<file path="config.mk">
export PLATFORM = sky130hd
export DESIGN_NAME = line_scanner_top
export DESIGN_NICKNAME = d
export VERILOG_FILES = /design/src/rtl/line_scanner_top.sv
export SDC_FILE = /design/constraint.sdc
export NUM_CORES = 1
export LEC_CHECK = 0
export CAP_MARGIN = 40
export CORE_UTILIZATION = 45
export CTS_CLUSTER_SIZE = 24
export DETAILED_ROUTE_END_ITERATION = 7
export HOLD_SLACK_MARGIN = 0.1
export PLACE_DENSITY_LB_ADDON = 0.2
export SLEW_MARGIN = 30
export SYNTH_ARGS = -nofsm -noshare
export SYNTH_HDL_FRONTEND = slang
export SYNTH_SLANG_ARGS = --single-unit
</file>
<file path="constraint.sdc">
create_clock -name FPGA_CLK1_50 -period 2.83 [get_ports FPGA_CLK1_50]
set_clock_uncertainty 0.05 [all_clocks]
set_input_delay 0.283 -clock FPGA_CLK1_50 [delete_from_list [all_inputs] [get_ports FPGA_CLK1_50]]
set_output_delay 0.283 -clock FPGA_CLK1_50 [all_outputs]
set_load 0.02 [all_outputs]
</file>
<file path="src/rtl/line_scanner_top.sv">
// line_scanner_top: contact-image-sensor clocking, encoder/free-run line triggering,
// one-line 12-bit pixel capture and streaming.
module line_scanner_top #(
    parameter int CLK_DIV = 25,
    parameter int DUMMY   = 89,
    parameter int PIXELS  = 2592,
    parameter int FILT    = 4
) (
    input  logic        FPGA_CLK1_50,
    input  logic        RST,
    input  logic [11:0] DC_0,
    input  logic [2:0]  ENC_P,
    input  logic [2:0]  ENC_N,
    input  logic [3:0]  SW,
    output logic        CLKC_0,
    output logic        SCLKC_0,
    output logic        SIC_0,
    output logic [2:0]  LRGB_0,
    output logic [3:0]  LED,
    output logic [11:0] PIX_DATA,
    output logic        PIX_VALID,
    output logic        PIX_SOL,
    output logic        PIX_EOL
);
    localparam int LINE = DUMMY + PIXELS + 3;
    localparam int PW = $clog2(CLK_DIV);
    localparam int EW = $clog2(LINE + 1);
    localparam int FW = $clog2(FILT + 1);
    localparam logic [PW-1:0] PH_HI = PW'(CLK_DIV / 2);
    localparam logic [PW-1:0] PH_LAST = PW'(CLK_DIV - 1);
    localparam logic [EW-1:0] E_FIRST = EW'(DUMMY);
    localparam logic [EW-1:0] E_LAST = EW'(DUMMY + PIXELS - 1);
    localparam logic [EW-1:0] E_LINE = EW'(LINE);
    localparam logic [FW-1:0] F_LAST = FW'(FILT - 1);

    typedef enum logic [1:0] {S_IDLE, S_SI, S_READ} state_t;

    state_t            state_q, state_d;
    logic [PW-1:0]     ph_q, ph_d;
    logic [EW-1:0]     ecnt_q, ecnt_d;
    logic [1:0]        sp1_q, sp_q, sn1_q, sn_q, ab_q, ab_d, div_q, div_d, lim, fwd, acc;
    logic [3:0]        sw1_q, sw_q, led_q, led_d;
    logic [1:0][FW-1:0] fc_q, fc_d;
    logic [FW-1:0]     flt_q, flt_d;
    logic [11:0]       pdat_q, pdat_d;
    logic              clkc_q, sclk_q, sic_q, lit_q, pend_q, pend_d, pval_q, psol_q, peol_q;
    logic              step, dbl, trig, fault, start, sample, last;
    logic              unused_index;

    assign unused_index = ENC_P[2] ^ ENC_N[2];

    always_comb begin
        ph_d = (ph_q == PH_LAST) ? '0 : ph_q + 1'b1;
        acc = (sp_q ^ ab_q) & {fc_q[1] == F_LAST, fc_q[0] == F_LAST};
        fc_d[0] = (sp_q[0] == ab_q[0] || acc[0]) ? '0 : fc_q[0] + 1'b1;
        fc_d[1] = (sp_q[1] == ab_q[1] || acc[1]) ? '0 : fc_q[1] + 1'b1;
        ab_d = ab_q ^ acc;
        // Gray successor on {B,A}; SW[2] makes the opposite rotation count as forward
        fwd = sw_q[2] ? {~ab_q[0], ab_q[1]} : {ab_q[0], ~ab_q[1]};
        dbl = &acc;
        step = (acc != 2'b00) && !dbl && (ab_d == fwd);
        lim = (sw_q[1:0] == 2'd3) ? 2'd3 : (sw_q[1:0] == 2'd2) ? 2'd1 : 2'd0;
        trig = step && (sw_q[1:0] != 2'd0) && (div_q == lim);
        div_d = (sw1_q[1:0] != sw_q[1:0]) ? 2'd0 : !step ? div_q : (div_q == lim) ? 2'd0 : div_q + 2'd1;
        fault = (sp_q ^ sn_q) != 2'b11;
        flt_d = !fault ? '0 : (flt_q == F_LAST) ? flt_q : flt_q + 1'b1;
        // ecnt saturates at LINE after a line, which doubles as the minimum line-period gate
        start = (state_q == S_IDLE) && (ph_q == PH_HI) && (ecnt_q == E_LINE) && (sw_q[1:0] == 2'd0 || pend_q);
        sample = (state_q == S_READ) && (ph_q == PH_LAST) && (ecnt_q >= E_FIRST) && (ecnt_q <= E_LAST);
        last = sample && (ecnt_q == E_LAST);
        state_d = start ? S_SI : (state_q == S_SI && ph_q == PH_HI) ? S_READ : last ? S_IDLE : state_q;
        ecnt_d = start ? '0 : (ph_q == '0 && ecnt_q != E_LINE) ? ecnt_q + 1'b1 : ecnt_q;
        pend_d = start ? 1'b0 : (trig && state_q == S_IDLE) ? 1'b1 : pend_q;
        pdat_d = !sample ? pdat_q : sw_q[3] ? 12'(ecnt_q - E_FIRST) : DC_0 ^ 12'h800;
        led_d = {led_q[3:1] | {dbl, fault && flt_q == F_LAST, trig && (state_q != S_IDLE || pend_q)}, led_q[0] ^ last};
    end

    always_ff @(posedge FPGA_CLK1_50 or posedge RST) begin
        if (RST) begin
            ph_q    <= '0;
            clkc_q  <= 1'b0;
            sclk_q  <= 1'b0;
            sp1_q   <= 2'b00;
            sp_q    <= 2'b00;
            sn1_q   <= 2'b11;
            sn_q    <= 2'b11;
            sw1_q   <= 4'h0;
            sw_q    <= 4'h0;
            fc_q    <= '0;
            ab_q    <= 2'b00;
            div_q   <= 2'd0;
            flt_q   <= '0;
            state_q <= S_IDLE;
            ecnt_q  <= E_LINE;
            pend_q  <= 1'b0;
            sic_q   <= 1'b0;
            lit_q   <= 1'b0;
            pval_q  <= 1'b0;
            psol_q  <= 1'b0;
            peol_q  <= 1'b0;
            pdat_q  <= 12'h000;
            led_q   <= 4'h0;
        end else begin
            ph_q    <= ph_d;
            clkc_q  <= ph_q < PH_HI;
            sclk_q  <= ~clkc_q;
            sp1_q   <= ENC_P[1:0];
            sp_q    <= sp1_q;
            sn1_q   <= ENC_N[1:0];
            sn_q    <= sn1_q;
            sw1_q   <= SW;
            sw_q    <= sw1_q;
            fc_q    <= fc_d;
            ab_q    <= ab_d;
            div_q   <= div_d;
            flt_q   <= flt_d;
            state_q <= state_d;
            ecnt_q  <= ecnt_d;
            pend_q  <= pend_d;
            sic_q   <= state_d == S_SI;
            lit_q   <= state_d != S_IDLE;
            pval_q  <= sample;
            psol_q  <= sample && (ecnt_q == E_FIRST);
            peol_q  <= last;
            pdat_q  <= pdat_d;
            led_q   <= led_d;
        end
    end

    assign CLKC_0    = clkc_q;
    assign SCLKC_0   = sclk_q;
    assign SIC_0     = sic_q;
    assign LRGB_0    = {3{lit_q}};
    assign LED       = led_q;
    assign PIX_DATA  = pdat_q;
    assign PIX_VALID = pval_q;
    assign PIX_SOL   = psol_q;
    assign PIX_EOL   = peol_q;
endmodule

</file>
==> summary.md <==
| Metric | Value |
|---|---|
| Vias in the first global route | 2238 |
| Sink Count | 72 |
| Min Tclk post-route | between 2 and 2.5 ns |
| Die Width | 91.0 um |
| Largest net degree at the start of global routing | 26 |
| Mapped Avg Cell Area | 11.1 sq um |
| Routed Antenna Nets | 0 |
| Dpl cells | 455 |
| Antenna violations before repair | 0 |
| Reg2Reg Launch Point | fc_q[0] |
| Diode count | 0 |
| Global route overflow | 0 |
| Clock Latency Late Sink | 0.35 ns |
| Power, Total | 2.43 mW |
| Net Sw Frac | 0.270 |
| Distinct cells, synth | 56 |
| Crit path DAT | roughly 2.5 ns |
| Final hold vios | 0 |
| # setup viols final | 0 |
| Worst Setup Path Type | register to register |
| F_max | between 400 and 500 MHz |
| Synthesized net count | 359 |
| NetSw | 0.656 mW |
| Share of power burned in registers | 0.489 |
| Crit. Startpoint | fc_q[0] |
| Gate power share | 0.169 |
| TritonCTS Buffers | 9 |
| Synth-to-layout area growth | 19.9% |
| Hold crit path type | input pin to async pin |
| Iter 0 DRT Violations | 103 |
| Slew Viols, Final | 0 |
| FFs w/ async S/R, synth | 1.00 |
| Sequential area share after synthesis | 0.510 |
| Int Power | 1.78 mW |
| CP Max Fanout | 4 |
| # IOs | between 40 and 50 |
| Post-detailed-routing wire length | between 6 and 7 mm |
| RD Place Congestion | 0.830 |
| Longest Clk Path Bufs | 2 |
| 1st-pass router iterations | 4 |
| Placeable core area | 7690 sq um |
| Clk root buf | clkbuf_8 |
| LEAKAGE | 1.87 nW |
| Slew @ Worst Pin | 0.697 ns |
| Total of cells resized after clock tree synthesis | 0 |
| Die Y | between 90 and 100 um |
| Count of max-cap constraint violations | 0 |
| Relative slew slack | 0.531 |
| Worst endpoint required time | around 3 ns |
| Share of cells above drive strength 1 | 0.136 |
| Routed via count | 2377 |
| # rows | 32 |
| Post-synth EDFFs | 0 |
| Post-synth top area cell | dfrtp_1 |
| Synth top area cells | dfrtp_1, dfstp_2, ha_1 |
| GRT Overall Usage | 0.163 |
| Residual DRC | 0 |
| NumNets Final | 401 |
| RSZ-0062 raised after global routing | no |
| Seq cells post-synth | 72 |
| Fillers | 688 |
| Tcrit/Tclk final | 0.812 |
| IO Port Bufs | 46 |
| Non-filler cells, final | ~470 |
| Full die area | 8280 sq um |
| Clock share of power | 0.342 |
| Peak supply drop | between 0.2 and 0.3 mV |
| Hold buffers post-CTS | 0 |
| Vias per cell | 5.05 |
| Top-count cell post-synth | dfrtp_1 |
| Worst setup EP type | register |
| CTS tree | yes |
| DR WL/cell | 13.3 um |
| HPWL after DPL | roughly 4.5 mm |
| Initial core utilization | 0.463 |
| Synthesized instance count | 322 |
| Post-synth top cells | dfrtp_1, nor2_1, inv_1 |
| Startpoint class of the critical path | register |
| PD cells | 570 nW/um^2 |
| H-tree levels | 3 |
| Top_reg_cell synth | dfrtp_1 |
| Sum Neg Setup Slack | 0 ns |
| Synthesized area | 3560 sq um |
| Post CTS Setup Buffer Count | 0 |
| Clock Pin Slew Worst Setup and Hold Paths | 0.07 ns |
| Synth top area share | 0.429 |
| Outcome | completed |
| Global-route wire length before repair | 10.6 mm |
| Yosys warnings | 0 |
state kept, by name, summed over array words and instances (netlist names), 2 cells and up:
signal / count
sn_q: 2
sw1_q: 4
LED: 4
state_q: 2
ph_q: 5
sp_q: 2
sw_q: 4
fc_q: 6
flt_q: 3
sn1_q: 2
ab_q: 2
div_q: 2
sp1_q: 2
ecnt_q: 12
PIX_DATA: 12
cell families (layout without fill, tap and decap cells):
family                   after synthesis  in the layout  synth area share
AO/OA/AOI/OAI                         49             49            0.0980
XOR/XNOR                              27             27            0.0664
adder cells (fa/ha/maj)               13             13            0.0457
buffers and inverters                 38             85            0.0513
flip-flops                            72             72             0.510
multiplexers                          23             23            0.0710
AND/OR/NAND/NOR                      100            100             0.158
metrics by stage:
| stage | utilization | hold WS [ns] | cell area, sq um | worst slack [ns] |
|---|---|---|---|---|
| after floorplan | - | 0.237 | 3560 | 0.690 |
| after global placement | 0.529 | 0.284 | 4070 | 0.579 |
| after detailed placement | 0.529 | 0.287 | 4070 | 0.549 |
| after CTS | 0.556 | 0.228 | 4270 | 0.527 |
| after global routing | 0.556 | 0.250 | 4270 | 0.350 |
| final | 0.556 | 0.220 | 4270 | 0.533 |
cell type report:
class	instances	area, sq um	area share
inverters	20	75.1	0.0176
multi-input cells	212	1560	0.366
well taps	102	128	0.0299
repair buffers	49	483	0.113
clock inverters	5	53.8	0.0126
clock buffers	11	151	0.0355
flip-flops and latches	72	1820	0.425
final timing paths:
check                      cells after the start           end  slack (ns)
max                                            7      div_q[0]        0.53
min                                            2  PIX_DATA[11]        0.22
max reg2reg                                    7      div_q[0]        0.53
min reg2reg                                    0       sw_q[2]        0.30
max in group asynchronous                      3       ph_q[3]        1.82
min in group FPGA_CLK1_50                      0       sw_q[2]        0.30
cell usage in the layout (no fill, tap or decap), types with 11 or more instances in the layout:
| master | count |
|---|---|
| dfstp_2 | 11 |
| o21ai_0 | 13 |
| xnor2_1 | 13 |
| xor2_1 | 14 |
| nand3_1 | 12 |
| nand2_1 | 17 |
| inv_1 | 19 |
| dfrtp_1 | 61 |
| clkbuf_8 | 11 |
| nor2_1 | 28 |
| clkdlybuf4s50_1 | 46 |
| ha_1 | 13 |
power groups by stage:
| stage | Clock (mW) | Combinational (mW) | Sequential [mW] |
|---|---|---|---|
| floorplan | 0 | 0.266 | 1.22 |
| global placement | 0 | 0.395 | 1.21 |
| detailed placement | 0 | 0.414 | 1.21 |
| CTS | 0.854 | 0.418 | 1.19 |
| global route | 0.903 | 0.466 | 1.21 |
| finish | 0.832 | 0.411 | 1.19 |
layer usage:
metal	GRT usage	share of wire
met3	0.0586	0.040
met2	0.265	0.48
met4	0.0397	0.0088
met1	0.209	0.47
met5	0	0
worst max-delay path: stages (launching register included):
cell and delay, ns:
dfrtp_1 0.38, ha_1 0.20, ha_1 0.21, mux2i_1 0.24
xor2_1 0.30, nor3_1 0.09, o21ai_1 0.33, mux2_2 0.38
Power figures use the tool's default switching activity.
